## src/rtl/alu_uart_core_if.sv

```systemverilog
// alu_uart_core_if: operand/control bus and result/UART outputs of the ALU core.
// Signals:
//   save_a_n, save_b_n  active-low operand load strobes
//   data_in             operand bus
//   op_sel              operation select
//   tx_start            rising edge requests a UART frame
//   result, flags       registered ALU result and {V,N,C,Z}
//   uart_txd, uart_busy serial line (idle high) and frame-in-progress
// Modports: master drives the controls and observes the outputs; slave is the core.
interface alu_uart_if #(parameter int WIDTH = 8);
  logic             save_a_n;
  logic             save_b_n;
  logic [WIDTH-1:0] data_in;
  logic [3:0]       op_sel;
  logic             tx_start;
  logic [WIDTH-1:0] result;
  logic [3:0]       flags;
  logic             uart_txd;
  logic             uart_busy;
  modport master (output save_a_n, save_b_n, data_in, op_sel, tx_start,
                  input result, flags, uart_txd, uart_busy);
  modport slave (input save_a_n, save_b_n, data_in, op_sel, tx_start,
                 output result, flags, uart_txd, uart_busy);
endinterface

```

## src/rtl/alu_uart_core.sv

```systemverilog
// alu_uart_core: WIDTH-bit 16-op ALU with Z/C/N/V flags and an 8N1 UART result sender.
// Ports:
//   clk      rising-edge clock
//   reset_n  synchronous active-low reset
//   bus      alu_uart_if.slave: operand loads, op select, tx trigger, result/flags, UART line
// A frame is ceil(WIDTH/8) result bytes (LSB byte first) followed by {4'b0,V,N,C,Z}.
module alu_uart_core #(
  parameter int WIDTH        = 8,
  parameter int CLKS_PER_BIT = 104
) (
  input  logic clk,
  input  logic reset_n,
  alu_uart_if.slave bus
);
  localparam int M  = WIDTH - 1;
  localparam int SW = $clog2(WIDTH);
  localparam int NB = (WIDTH + 7) / 8;
  localparam int FW = (NB + 1) * 8;
  localparam int CW = $clog2(CLKS_PER_BIT);
  localparam int YW = $clog2(NB + 1);
  localparam logic [WIDTH:0] ONE = (WIDTH+1)'(1);
  typedef enum logic [1:0] {IDLE, START, DATA, STOP} state_t;
  state_t state_q, state_d;
  logic [WIDTH-1:0] a_q, b_q, res_q, res_d;
  logic [3:0] flg_q, flg_d;
  logic [WIDTH:0] ax, bx, sum, dif, inc, dec, shl, shr;
  logic signed [WIDTH:0] sar;
  logic [SW-1:0] s;
  logic c, v;
  logic [FW-1:0] frame_q;
  logic [CW-1:0] cnt_q;
  logic [2:0] bit_q;
  logic [YW-1:0] byte_q;
  logic tx_prev_q, tick, accept;
  assign ax = {1'b0, a_q};
  assign bx = {1'b0, b_q};
  assign s  = b_q[SW-1:0];
  // Shifts run one bit wider so the last bit moved out lands in the extra bit.
  always_comb begin
    sum = ax + bx;
    dif = ax - bx;
    inc = ax + ONE;
    dec = ax - ONE;
    shl = ax << s;
    shr = {a_q, 1'b0} >> s;
    sar = $signed({a_q, 1'b0}) >>> s;
    res_d = '0;
    c = 1'b0;
    v = 1'b0;
    case (bus.op_sel)
      4'h0: begin res_d = sum[M:0]; c = sum[WIDTH]; v = (a_q[M] == b_q[M]) && (res_d[M] != a_q[M]); end
      4'h1: begin res_d = dif[M:0]; c = dif[WIDTH]; v = (a_q[M] != b_q[M]) && (res_d[M] != a_q[M]); end
      4'h2: res_d = a_q & b_q;
      4'h3: res_d = a_q | b_q;
      4'h4: res_d = a_q ^ b_q;
      4'h5: res_d = ~a_q;
      4'h6: begin res_d = shl[M:0]; c = shl[WIDTH]; end
      4'h7: begin res_d = shr[WIDTH:1]; c = shr[0]; end
      4'h8: begin res_d = sar[WIDTH:1]; c = sar[0]; end
      4'h9: begin res_d = {a_q[M-1:0], a_q[M]}; c = a_q[M]; end
      4'hA: begin res_d = {a_q[0], a_q[M:1]}; c = a_q[0]; end
      4'hB: begin res_d = inc[M:0]; c = inc[WIDTH]; v = !a_q[M] && res_d[M]; end
      4'hC: begin res_d = dec[M:0]; c = dec[WIDTH]; v = a_q[M] && !res_d[M]; end
      4'hD: res_d = a_q * b_q;
      4'hE: res_d = {{M{1'b0}}, a_q < b_q};
      default: res_d = b_q;
    endcase
    flg_d = {v, res_d[M], c, res_d == '0};
  end
  always_ff @(posedge clk) begin
    if (!reset_n) begin
      a_q   <= '0;
      b_q   <= '0;
      res_q <= '0;
      flg_q <= '0;
    end else begin
      if (!bus.save_a_n) a_q <= bus.data_in;
      if (!bus.save_b_n) b_q <= bus.data_in;
      res_q <= res_d;
      flg_q <= flg_d;
    end
  end
  assign bus.result = res_q;
  assign bus.flags  = flg_q;
  assign tick   = cnt_q == CW'(CLKS_PER_BIT - 1);
  assign accept = state_q == IDLE && bus.tx_start && !tx_prev_q;
  always_ff @(posedge clk) begin
    if (!reset_n) state_q <= IDLE;
    else          state_q <= state_d;
  end
  always_comb begin
    state_d = state_q == IDLE  ? (accept ? START : IDLE) :
              state_q == START ? (tick ? DATA : START) :
              state_q == DATA  ? (tick && bit_q == 3'd7 ? STOP : DATA) :
                                 (tick ? (byte_q == YW'(NB) ? IDLE : START) : STOP);
  end
  always_comb begin
    bus.uart_txd  = state_q == START ? 1'b0 : state_q == DATA ? frame_q[0] : 1'b1;
    bus.uart_busy = state_q != IDLE;
  end
  // The snapshot shifts right once per data bit, so the byte on the wire is always frame_q[7:0].
  always_ff @(posedge clk) begin
    if (!reset_n) begin
      cnt_q     <= '0;
      bit_q     <= '0;
      byte_q    <= '0;
      frame_q   <= '0;
      tx_prev_q <= 1'b0;
    end else begin
      tx_prev_q <= bus.tx_start;
      cnt_q     <= (state_q == IDLE || tick) ? '0 : cnt_q + 1'b1;
      if (accept) begin
        frame_q <= {4'b0, flg_q, (NB*8)'(res_q)};
        byte_q  <= '0;
      end
      if (state_q == DATA && tick) begin
        frame_q <= frame_q >> 1;
        bit_q   <= bit_q + 1'b1;
      end
      if (state_q == STOP && tick) byte_q <= byte_q + 1'b1;
    end
  end
endmodule

```

## src/flat_wrapper.sv

```systemverilog
// flat-port wrapper written by rule: the top's interface ports become plain ports
module alu_uart_core_flat 
#(
  parameter int WIDTH        = 8,
  parameter int CLKS_PER_BIT = 104
)
  (clk, reset_n, bus_save_a_n, bus_save_b_n, bus_data_in, bus_op_sel, bus_tx_start, bus_result, bus_flags, bus_uart_txd, bus_uart_busy);
  alu_uart_if #(.WIDTH(WIDTH)) bus_i ();
  input  logic clk;
  input  logic reset_n;
  input wire logic [$bits(bus_i.save_a_n)-1:0] bus_save_a_n;
  input wire logic [$bits(bus_i.save_b_n)-1:0] bus_save_b_n;
  input wire logic [$bits(bus_i.data_in)-1:0] bus_data_in;
  input wire logic [$bits(bus_i.op_sel)-1:0] bus_op_sel;
  input wire logic [$bits(bus_i.tx_start)-1:0] bus_tx_start;
  output wire logic [$bits(bus_i.result)-1:0] bus_result;
  output wire logic [$bits(bus_i.flags)-1:0] bus_flags;
  output wire logic [$bits(bus_i.uart_txd)-1:0] bus_uart_txd;
  output wire logic [$bits(bus_i.uart_busy)-1:0] bus_uart_busy;
  assign bus_i.save_a_n = bus_save_a_n;
  assign bus_i.save_b_n = bus_save_b_n;
  assign bus_i.data_in = bus_data_in;
  assign bus_i.op_sel = bus_op_sel;
  assign bus_i.tx_start = bus_tx_start;
  assign bus_result = bus_i.result;
  assign bus_flags = bus_i.flags;
  assign bus_uart_txd = bus_i.uart_txd;
  assign bus_uart_busy = bus_i.uart_busy;
  alu_uart_core #(.WIDTH(WIDTH), .CLKS_PER_BIT(CLKS_PER_BIT)) u_core (.clk(clk), .reset_n(reset_n), .bus(bus_i));
endmodule
```

## config.mk

```make
export PLATFORM = sky130hd
export DESIGN_NAME = alu_uart_core_flat
export DESIGN_NICKNAME = d
export VERILOG_FILES = /design/src/rtl/alu_uart_core_if.sv /design/src/rtl/alu_uart_core.sv /design/src/flat_wrapper.sv
export SDC_FILE = /design/constraint.sdc
export NUM_CORES = 1
export LEC_CHECK = 0
export ABC_AREA = 0
export BUFFER_PORTS_ARGS = -buffer_cell sky130_fd_sc_hd__buf_4
export CAP_MARGIN = 20
export CELL_PAD_IN_SITES_DETAIL_PLACEMENT = 0
export CELL_PAD_IN_SITES_GLOBAL_PLACEMENT = 1
export CORE_AREA = 2 2 114 116
export DETAILED_ROUTE_END_ITERATION = 7
export DIE_AREA = 0 0 116 118
export PLACE_DENSITY = 0.82
export SLEW_MARGIN = 0
export SYNTH_ARGS = -nofsm -noshare
export SYNTH_HDL_FRONTEND = slang
export SYNTH_SLANG_ARGS = --single-unit
export TNS_END_PERCENT = 30
```

## constraint.sdc

```tcl
create_clock -name clk -period 11.1 [get_ports clk]
set_input_delay 1.11 -clock clk [delete_from_list [all_inputs] [get_ports clk]]
set_output_delay 1.11 -clock clk [all_outputs]
set_load 0.01 [all_outputs]
```

==> impl_metrics.json, run 1 <==
{
  "synth.distinct_cells": 64,
  "sequentialPowerShare_pct": 37.4,
  "dieArea_sq_um": 13700,
  "power_switching_uw": 194,
  "post-cts-setup-buffer-count": 0,
  "pwr_density_cell_nw_per_um2": 95.6,
  "insertedDiodeCount": 0,
  "holdCritStartpoint": "u_core.cnt_q[0]",
  "max-cap-violations": 0,
  "dp_cells": 868,
  "initial_cell_density_of_the_core_pct": 44.4,
  "share_comb_of_total_power_pct": 31.0,
  "placement_rows": 41,
  "cp.required_ns": 11.28,
  "wl_um": 18900,
  "path_clk_slew_ns": 0.07,
  "synthDominantCellAreaShare_pct": 19.3,
  "grt_pass1_vias": 5322,
  "final.fill_count": 1301,
  "tritoncts": "built",
  "max_slew.worst_pin.slew_ns": 0.904,
  "crit_arrival_ns": 5.25,
  "postSynthRegisterBits": 53,
  "most_common_library_cell_in_the_layout_ignoring_fill_and_taps": "sky130_fd_sc_hd__nor2_1",
  "number_of_buffers_added_by_the_clock_tree_synthesis_step": 5,
  "layout_min_cycle_time_ns": 5.07,
  "cts_hold_buffers": 0,
  "finalNonFillerCells": 876,
  "final_hold_viol_count": 0,
  "clock_tree_buffer_depth": 2,
  "globalRoute.totalOverflow": 0,
  "ctsRootBufferMaster": "sky130_fd_sc_hd__clkbuf_16",
  "synth_top_flop_cell": "sky130_fd_sc_hd__dfxtp_1",
  "hold_path_cells": 1,
  "chipHeight_um": 118,
  "grt_pass1_wl_um": 29800,
  "yosys-top-cells-area": "sky130_fd_sc_hd__dfxtp_1 (19%), sky130_fd_sc_hd__ha_1 (11%), sky130_fd_sc_hd__mux2i_1 (6.0%)",
  "top_level_ports": 31,
  "num-nets-final": 782,
  "worst_slew_margin_rel_pct": 39.6,
  "crit_path_start_kind": "flop",
  "layout.cells.most_common_list": "sky130_fd_sc_hd__nor2_1 (87), sky130_fd_sc_hd__inv_1 (54), sky130_fd_sc_hd__dfxtp_1 (53)",
  "crit_top_cell": "sky130_fd_sc_hd__fa_1",
  "cts-resized-gates": 0,
  "switching_share_pct": 34.3,
  "syn2layout_area_growth_pct": 7.61,
  "routability_driven_placement_congestion_ratio": 0.980,
  "maximum_clock_rate_ghz": 0.197,
  "ff2ff_path_depth": 15,
  "post-layout-total-power_uw": 567,
  "clkSinkCount": 53,
  "hold_path.class": "flop to flop",
  "synth_top_area_cell": "sky130_fd_sc_hd__dfxtp_1",
  "worstSkewPairLatency_ns": 0.30,
  "dr_total_vias": 5442,
  "dr.pass1.iters": 6,
  "design.core.area_sq_um": 12400,
  "power.leakage_uw": 0.00240,
  "status": "finished, final reports clean",
  "timing.rr.start": "u_core.b_q[0]",
  "port_buffers": 30,
  "final_antenna_net_count": 0,
  "path_cells": "clkinv_1, nor2_1, fa_1, ha_1, inv_1, fa_1, inv_1, fa_1, a21o_1, a21oi_1, xnor2_1, xnor2_1, nand2_1, a32oi_1, nor4_1",
  "min_period_over_period_pct": 45.7,
  "avgRoutedWirePerCell_um": 21.5,
  "critPathSlowestCell": "sky130_fd_sc_hd__dfxtp_1",
  "fin_tns_setup_ns": 0,
  "die_x_um": 116,
  "detailedRoute.firstIterationViolations": 517,
  "worst_setup_path_end_kind": "flop",
  "yosysSeqAreaShare_pct": 19.3,
  "yosysWarningCount": 0,
  "asyncSetResetFlopFracSynth_pct": 0,
  "cellInternalPower_uw": 373,
  "report.final.setup_viol": 0,
  "synthCells": 704,
  "postSynthAreaPerCell_sq_um": 7.83,
  "ir_worst_vdd_mv": 0.0708,
  "synth.net_count": 783,
  "post_route_cells_drive_above_1_share_pct": 8.66,
  "antenna_violations_before_repair": 0,
  "r2r_end": "u_core.bus.flags[0]",
  "avgViaCountPerCell": 6.21,
  "worstHoldEndpoint": "u_core.cnt_q[0]",
  "timing.setup.critical_path_class": "flop to flop",
  "clock_tree.htree_level_count": 2,
  "final.setup_skew_ns": 0.00945,
  "synthesis.area_sq_um": 5510,
  "max_slew_violation_count": 0,
  "critPathMaxFanout": 21,
  "grt_setup_unrepaired": "no",
  "p_clk_share_pct": 31.5,
  "drcViolationCount": 0,
  "hpwl_um": 13900,
  "grt.total_usage_pct": 28.2,
  "largest_net_degree_at_the_start_of_global_routing": 42,
  "reg2reg_setup_slack_ns": 6.03,
  "timing.critical_path.slowest_cell_delay_ns": 0.89,
  "synth-edff-count": 0
}
-- metrics by stage --
| step | util (%) | hold slack (ns) | cell area [sq um] | setup WS, ns |
|---|---|---|---|---|
| 3_3_place_gp | 46.3 | 0.426 | 5750 | 6.31 |
| 2_1_floorplan | - | 0.413 | 5510 | 6.69 |
| 5_1_grt | 47.8 | 0.474 | 5930 | 5.63 |
| 6_report | 47.8 | 0.443 | 5930 | 6.03 |
| 4_1_cts | 47.8 | 0.448 | 5930 | 6.04 |
| 3_5_place_dp | 46.4 | 0.436 | 5760 | 6.06 |
-- layout make-up --
| class | instances | area, sq um | share of cell area, % |
|---|---|---|---|
| repair buffers | 42 | 309 | 5.21 |
| clock buffers | 5 | 125 | 2.11 |
| multi-input cells | 539 | 3940 | 66.5 |
| flip-flops and latches | 53 | 1060 | 17.9 |
| well taps | 172 | 215 | 3.63 |
| clock inverters | 3 | 43.8 | 0.738 |
| inverters | 62 | 233 | 3.92 |
-- state kept, by name, indices dropped and copies added, names as in the netlist, 2 cells and up --
name	flops
u_core.bus.result	7
u_core.frame_q	12
u_core.bus.flags	4
u_core.b_q	8
u_core.a_q	8
u_core.bit_q	3
u_core.cnt_q	7
u_core.state_q	2
-- critical path, delay by kind of cell (launching register included) --
family | cells | cell delay (ns)
adders and majority gates | 4 | 1.77
DFF | 1 | 0.89
buffers and inverters | 3 | 0.84
AOI/OAI and AO/OA | 3 | 0.63
and+or+nand+nor | 3 | 0.48
xor gates and xnor gates | 2 | 0.35
-- worst max-delay path by stage --
| stage | startpoint | to | slack [ns] | cells past startpoint |
|---|---|---|---|---|
| 6_report | u_core.b_q[0] | u_core.bus.flags[0] | 6.03 | 15 |
| 5_1_grt | u_core.b_q[0] | u_core.bus.flags[0] | 5.63 | 16 |
| 4_1_cts | u_core.b_q[0] | u_core.bus.flags[0] | 6.04 | 16 |
| 3_5_place_dp | u_core.b_q[0] | u_core.bus.flags[0] | 6.06 | 16 |
| 3_3_place_gp | u_core.b_q[0] | u_core.bus.flags[0] | 6.31 | 15 |
| 2_1_floorplan | u_core.a_q[1] | u_core.bus.flags[0] | 6.69 | 17 |
-- cell usage after synthesis (5+ instances only) --
cell,n
sky130_fd_sc_hd__nand2_1,47
sky130_fd_sc_hd__a31oi_1,5
sky130_fd_sc_hd__nor3_1,19
sky130_fd_sc_hd__a32oi_1,6
sky130_fd_sc_hd__o21ai_0,33
sky130_fd_sc_hd__fa_1,14
sky130_fd_sc_hd__buf_4,6
sky130_fd_sc_hd__inv_1,54
sky130_fd_sc_hd__nand2b_1,10
sky130_fd_sc_hd__o22ai_1,7
sky130_fd_sc_hd__nand4_1,8
sky130_fd_sc_hd__a211oi_1,17
sky130_fd_sc_hd__clkbuf_1,19
sky130_fd_sc_hd__ha_1,48
sky130_fd_sc_hd__o31ai_1,5
sky130_fd_sc_hd__buf_1,5
sky130_fd_sc_hd__xor2_1,6
sky130_fd_sc_hd__and2_1,10
sky130_fd_sc_hd__mux2i_1,33
sky130_fd_sc_hd__mux4_2,5
sky130_fd_sc_hd__nor4_1,6
sky130_fd_sc_hd__nor2_1,87
sky130_fd_sc_hd__buf_6,7
sky130_fd_sc_hd__nand3_1,16
sky130_fd_sc_hd__clkinv_1,6
sky130_fd_sc_hd__a21oi_1,36
sky130_fd_sc_hd__a221oi_1,8
sky130_fd_sc_hd__a22o_1,6
sky130_fd_sc_hd__a22oi_1,9
sky130_fd_sc_hd__buf_2,13
sky130_fd_sc_hd__dfxtp_1,53
sky130_fd_sc_hd__xnor2_1,26
-- power groups by stage --
| stage | Clock [uW] | Combinational [uW] | Sequential (uW) |
|---|---|---|---|
| floorplan | 0 | 122 | 212 |
| global placement | 0 | 170 | 216 |
| detailed placement | 0 | 172 | 217 |
| CTS | 183 | 172 | 212 |
| global route | 191 | 192 | 213 |
| finish | 179 | 176 | 212 |
-- metal layers --
layer | GRT usage [%] | up-vias | routed length, um
li1 | - | 2520 | -
met1 | 37.7 | 2626 | 7850
met2 | 42.9 | 237 | 8600
met3 | 5.25 | 59 | 1400
met4 | 14.4 | 0 | 1020
met5 | 0 | - | 0
-- kinds of logic (layout without fill, tap and decap cells) --
kind of cell,Yosys count,in the layout,synth area share [%]
mux,38,38,8.04
simple gates,230,230,19.9
compound gates,177,177,22.4
xor+xnor,32,32,5.09
buf+inv,112,112,9.28
flops,53,53,19.3
fa+ha+maj,62,62,16.0
(Power assumes the default switching activity.)
==> inputs of run 2 (changes only) <==
clock period = 4.9 ns   (was 11.1 ns; I/O delays follow)
==> impl_metrics.json, run 2 (synthesis gave the netlist of run 1 again) <==
{
  "max_slew_violation_count": 0,
  "largest_net_degree_at_the_start_of_global_routing": 42,
  "report.final.setup_viol": 0,
  "top_register": "u_core.frame_q",
  "chipHeight_um": 118,
  "timing.setup.critical_path_class": "flop to flop",
  "initial_cell_density_of_the_core_pct": 44.4,
  "grt.total_usage_pct": 28.0,
  "switching_share_pct": 35.8,
  "max_slew.worst_pin.slew_ns": 0.911,
  "final.setup_skew_ns": 0.00445,
  "most_common_library_cell_in_the_layout_ignoring_fill_and_taps": "sky130_fd_sc_hd__nor2_1",
  "top_level_ports": 31,
  "final.fill_count": 1254,
  "placement_rows": 41,
  "finalNonFillerCells": 883,
  "avgRoutedWirePerCell_um": 21.5,
  "die_x_um": 116,
  "critPathSlowestCell": "sky130_fd_sc_hd__fa_1",
  "timing.critical_path.slowest_cell_delay_ns": 0.53,
  "sequentialPowerShare_pct": 37.9,
  "crit_path_start_kind": "flop",
  "clock_tree.htree_level_count": 2,
  "dr.pass1.iters": 5,
  "avgViaCountPerCell": 6.31,
  "p_clk_share_pct": 29.1,
  "register_area_sq_um": 1060,
  "whs_ns": 0.414,
  "status": "finished, final reports clean",
  "number_of_buffers_added_by_the_clock_tree_synthesis_step": 5,
  "ir_worst_vdd_mv": 0.122,
  "syn2layout_area_growth_pct": 8.35,
  "power_switching_uw": 446,
  "clkSinkCount": 53,
  "cts-resized-gates": 0,
  "cell_family_with_the_largest_share_of_critical_path_delay": "adder cells",
  "worstSkewPairLatency_ns": 0.30,
  "dpl_worst_slack_ns": 0.720,
  "dr_total_vias": 5576,
  "path_clk_slew_ns": 0.07,
  "antenna_violations_before_repair": 0,
  "ctsRootBufferMaster": "sky130_fd_sc_hd__clkbuf_16",
  "layout_min_cycle_time_ns": 4.23,
  "critPathMaxFanout": 10,
  "placedInstanceArea_sq_um": 5820,
  "crit_top_cell": "sky130_fd_sc_hd__fa_1",
  "minimum_setup_slack_in_the_final_design_ns": 0.674,
  "routability_driven_placement_congestion_ratio": 1.02,
  "worst_setup_path_end_kind": "flop",
  "detailedRoute.firstIterationViolations": 583,
  "fin_tns_setup_ns": 0,
  "share_comb_of_total_power_pct": 33.0,
  "worst_slew_margin_rel_pct": 38.5,
  "cp.required_ns": 5.10,
  "layout.cells.most_common_list": "sky130_fd_sc_hd__nor2_1 (87), sky130_fd_sc_hd__inv_1 (54), sky130_fd_sc_hd__dfxtp_1 (53)",
  "grt_setup_unrepaired": "no",
  "hpwl_um": 14500,
  "pwr_density_cell_nw_per_um2": 208,
  "largest_reg_flops": 12,
  "layout_top_registers": "u_core.frame_q x12, u_core.a_q x8, u_core.b_q x8",
  "post-cts-setup-buffer-count": 0,
  "crit_arrival_ns": 4.42,
  "cellInternalPower_uw": 799,
  "wl_um": 19000,
  "multi_input_comb_area_sq_um": 3940,
  "dieArea_sq_um": 13700,
  "drcViolationCount": 0,
  "num-nets-final": 789,
  "port_buffers": 30,
  "design.core.area_sq_um": 12400,
  "finalInstanceArea_sq_um": 5970,
  "post_route_cells_drive_above_1_share_pct": 9.70,
  "tritoncts": "built",
  "final_hold_viol_count": 0,
  "worstPathBufferInverterCount": 3,
  "grt_pass1_vias": 5255,
  "dp_cells": 875,
  "grt_pass1_wl_um": 29600,
  "globalRoute.totalOverflow": 0,
  "clock_tree_buffer_depth": 2,
  "insertedDiodeCount": 0,
  "hold_path.class": "input port to flop",
  "path_cells": "clkinv_1, nor2_1, fa_1, ha_1, inv_1, fa_1, inv_1, fa_1, nand4b_1, o31ai_1, a32oi_1, and4_1, a32oi_1, nor2_1, nand4b_1, nor4_1",
  "min_period_over_period_pct": 86.2,
  "max-cap-violations": 0,
  "maximum_clock_rate_ghz": 0.237,
  "power.leakage_uw": 0.00242,
  "cts_hold_buffers": 0,
  "final_antenna_net_count": 0
}
-- run 2: cell count changes in the layout (fill, tap and decap cells not counted) --
cell,previous run,this run
sky130_fd_sc_hd__buf_2,1,0
sky130_fd_sc_hd__buf_4,40,49
sky130_fd_sc_hd__buf_1,1,0
sky130_fd_sc_hd__clkinvlp_4,0,2
sky130_fd_sc_hd__inv_8,0,1
sky130_fd_sc_hd__inv_6,1,0
sky130_fd_sc_hd__bufinv_16,1,0
sky130_fd_sc_hd__clkinv_2,1,0
-- run 2: final cells by class --
class / count / share of cell area (%)
Multi-Input combinational cell: 539 / 66.0
Sequential cell: 53 / 17.8
Tap cell: 172 / 3.60
Inverter: 62 / 3.90
Clock inverter: 3 / 0.440
Timing Repair Buffer: 49 / 6.16
Clock buffer: 5 / 2.10
-- run 2: routing by layer --
layer | global-route usage [%] | wire, um
met5 | 0 | 0
met4 | 14.1 | 1070
met3 | 3.40 | 1360
met2 | 44.0 | 8680
met1 | 37.4 | 7850
-- run 2: final timing paths --
| path | to | slack [ns] | from | depth (start not counted) |
|---|---|---|---|---|
| max | u_core.bus.flags[0] | 0.67 | u_core.b_q[1] | 16 |
| min | u_core.tx_prev_q | 0.41 | bus_tx_start | 2 |
| max reg2reg | u_core.bus.flags[0] | 0.67 | u_core.b_q[1] | 16 |
| min reg2reg | u_core.cnt_q[0] | 0.44 | u_core.cnt_q[0] | 1 |
-- run 2: power groups by stage --
stage	clock [uW]	sequential [uW]	combinational, uW
after floorplan	0	481	275
after global placement	0	481	403
after detailed placement	0	482	403
after CTS	373	472	405
after global routing	388	474	446
final	362	472	411
-- run 2: through the flow --
step	utilization, %	power [uW]
finish	48.1	1250
global route	48.1	1310
CTS	48.1	1250
detailed placement	46.9	885
global placement	46.9	884
floorplan	-	756
==> inputs of run 3 (changes only) <==
ABC_AREA = 1   (was 0)
CORE_AREA = 2 2 116 118   (was 2 2 114 116)
DIE_AREA = 0 0 118 120   (was 0 0 116 118)
PLACE_DENSITY = 0.85   (was 0.82)
==> impl_metrics.json, run 3 <==
{
  "route.layer.met1.wl_um": 8180,
  "layout.cells.most_common_list": "sky130_fd_sc_hd__nand2_1 (320), sky130_fd_sc_hd__inv_1 (138), sky130_fd_sc_hd__nor2_1 (88), sky130_fd_sc_hd__nand3_1 (88), sky130_fd_sc_hd__dfxtp_1 (53)",
  "globalRoute.totalOverflow": 0,
  "max_slew.worst_pin.slew_ns": 0.922,
  "most_common_library_cell_in_the_layout_ignoring_fill_and_taps": "sky130_fd_sc_hd__nand2_1",
  "avgViaCountPerCell": 5.34,
  "ir_worst_vdd_mv": 0.130,
  "avgRoutedWirePerCell_um": 16.2,
  "path_cells": "ha_1, inv_1, fa_1, inv_1, fa_1, ha_1, inv_1, fa_1, inv_1, ha_1, or2_2, nand3_1, nand4_1, nor2_1, nand2_1, nor2_1, nand3_1, nand2_1, nand4_1, nor2_1",
  "detailedRoute.firstIterationViolations": 506,
  "share_comb_of_total_power_pct": 32.8,
  "power.leakage_uw": 0.00330,
  "yosysWarningCount": 0,
  "synth.net_count": 1024,
  "ctsRootBufferMaster": "sky130_fd_sc_hd__clkbuf_16",
  "synthesis.area_sq_um": 5570,
  "maximum_clock_rate_ghz": 0.232,
  "worst_setup_path_end_kind": "flop",
  "routed-wl-met3_um": 1620,
  "crit_top_cell": "sky130_fd_sc_hd__inv_1",
  "cp.required_ns": 5.14,
  "top_level_ports": 31,
  "timing.setup.critical_path_class": "flop to flop",
  "whs_ns": 0.388,
  "power_switching_uw": 492,
  "yosysSeqAreaShare_pct": 19.1,
  "chipHeight_um": 120,
  "pwr_density_cell_nw_per_um2": 219,
  "yosys-top-cells-area": "sky130_fd_sc_hd__nand2_1 (22%), sky130_fd_sc_hd__dfxtp_1 (19%), sky130_fd_sc_hd__ha_1 (11%)",
  "post-cts-setup-buffer-count": 0,
  "crit_path_start_kind": "flop",
  "critPathSlowestCell": "sky130_fd_sc_hd__dfxtp_1",
  "cellInternalPower_uw": 842,
  "grt.total_usage_pct": 26.2,
  "p_clk_share_pct": 30.3,
  "register_area_sq_um": 1060,
  "report.final.setup_viol": 0,
  "hpwl_um": 14600,
  "final.fill_count": 1434,
  "largest_net_degree_at_the_start_of_global_routing": 27,
  "die_x_um": 118,
  "timing.critical_path.slowest_cell_delay_ns": 0.59,
  "grt_pass1_vias": 5511,
  "dr.pass1.iters": 5,
  "num-nets-final": 1040,
  "dr_total_vias": 6075,
  "final_core_utilization_pct": 46.8,
  "asyncSetResetFlopFracSynth_pct": 0,
  "final_antenna_net_count": 0,
  "number_of_buffers_added_by_the_clock_tree_synthesis_step": 5,
  "routed-wl-met2_um": 8000,
  "status": "finished, final reports clean",
  "grt_setup_unrepaired": "no",
  "final.setup_skew_ns": 0.00826,
  "clock_tree_buffer_depth": 2,
  "tritoncts": "built",
  "worst_slew_margin_rel_pct": 38.4,
  "path_clk_slew_ns": 0.07,
  "routability_driven_placement_congestion_ratio": 1.05,
  "layout_top_registers": "u_core.frame_q x12, u_core.a_q x8, u_core.b_q x8",
  "fin_tns_setup_ns": 0,
  "synth_top_area_cell": "sky130_fd_sc_hd__nand2_1",
  "initial_cell_density_of_the_core_pct": 42.9,
  "max_slew_violation_count": 0,
  "max-cap-violations": 0,
  "clock_tree.htree_level_count": 2,
  "grt_pass1_wl_um": 29300,
  "post_route_cells_drive_above_1_share_pct": 6.55,
  "min_period_over_period_pct": 88.1,
  "placement_rows": 42,
  "cts_hold_buffers": 0,
  "synth.most_common_cell": "sky130_fd_sc_hd__nand2_1",
  "syn2layout_area_growth_pct": 9.17,
  "dieArea_sq_um": 14200,
  "antenna_violations_before_repair": 0,
  "route.top_layer_used": "met4",
  "largest_reg_flops": 12,
  "synth.distinct_cells": 40,
  "wl_um": 18500,
  "design.core.area_sq_um": 13000,
  "top_register": "u_core.frame_q",
  "synthCells": 945,
  "synth-edff-count": 0,
  "layout_min_cycle_time_ns": 4.31,
  "postSynthRegisterBits": 53,
  "synthDominantCellAreaShare_pct": 21.6,
  "critPathMaxFanout": 12,
  "crit_arrival_ns": 4.55,
  "multi_input_comb_area_sq_um": 3810,
  "drcViolationCount": 0,
  "sequentialPowerShare_pct": 36.9,
  "port_buffers": 30,
  "hold_path.class": "input port to flop",
  "synth_top_flop_cell": "sky130_fd_sc_hd__dfxtp_1",
  "final_hold_viol_count": 0,
  "cts-resized-gates": 0,
  "synth_common_cells": "sky130_fd_sc_hd__nand2_1 (320), sky130_fd_sc_hd__inv_1 (138), sky130_fd_sc_hd__nand3_1 (88), sky130_fd_sc_hd__nor2_1 (88), sky130_fd_sc_hd__dfxtp_1 (53)",
  "switching_share_pct": 36.9,
  "insertedDiodeCount": 0,
  "postSynthAreaPerCell_sq_um": 5.89,
  "clkSinkCount": 53,
  "worstSkewPairLatency_ns": 0.30
}
## run 3: cell count changes after synthesis, sizes merged, moves of 13 or more
cell,change
inv,+84
nand3,+72
a211oi,-17
mux2i,-33
o21ai,+13
nand2,+279
xnor2,-25
## run 3: cells by family (layout without fill, tap and decap cells)
kind of cell	count (synthesis)	in the layout	share of synthesized area (%)
flops	53	53	19.1
fa+ha+maj	62	62	15.8
buf+inv	171	188	12.5
simple gates	544	544	41.0
compound gates	110	110	10.9
xor+xnor	5	5	0.786
## run 3: per-stage QoR
stage / instances / total power, uW / setup slack (ns) / area (sq um)
floorplan: 945 / 788 / 0.924 / 5570
global placement: 1130 / 931 / 0.766 / 5910
detailed placement: 1130 / 929 / 0.621 / 5910
CTS: 1138 / 1330 / 0.611 / 6080
global route: 1138 / 1410 / 0.409 / 6080
finish: 1138 / 1330 / 0.585 / 6080
## run 3: path summary, 6_finish.rpt
| kind | startpoint | endpoint | slack, ns | cells past startpoint |
|---|---|---|---|---|
| max reg2reg | u_core.b_q[2] | u_core.bus.flags[0] | 0.59 | 20 |
| min | bus_tx_start | u_core.tx_prev_q | 0.39 | 3 |
| max | u_core.b_q[2] | u_core.bus.flags[0] | 0.59 | 20 |
| min reg2reg | u_core.cnt_q[0] | u_core.cnt_q[0] | 0.45 | 1 |
## run 3: layout make-up
type                            count  share of cell area (%)
Inverter                          142                    8.79
Multi-Input combinational cell    721                    62.7
Clock buffer                        6                    2.12
Sequential cell                    53                    17.5
Timing Repair Buffer               38                    4.69
Tap cell                          176                    3.62
Clock inverter                      2                   0.638
## run 3: layer usage
layer	up-vias	GRT usage, %
li1	3014	-
met1	2707	36.9
met2	290	40.4
met3	64	4.90
met4	0	8.66
met5	-	0
## run 3: power by group through the flow
stage / combinational [uW] / sequential, uW / clock, uW
after detailed placement: 428 / 501 / 0
after global placement: 429 / 501 / 0
after floorplan: 299 / 489 / 0
final: 438 / 492 / 404
after CTS: 430 / 491 / 408
after global routing: 487 / 496 / 423
## run 3: critical path, delay by kind of cell (launching register included)
kind | cells | cell delay [ns]
adders and majority gates | 6 | 2.22
and+or+nand+nor | 10 | 1.17
DFF | 1 | 0.59
buffers and inverters | 4 | 0.25
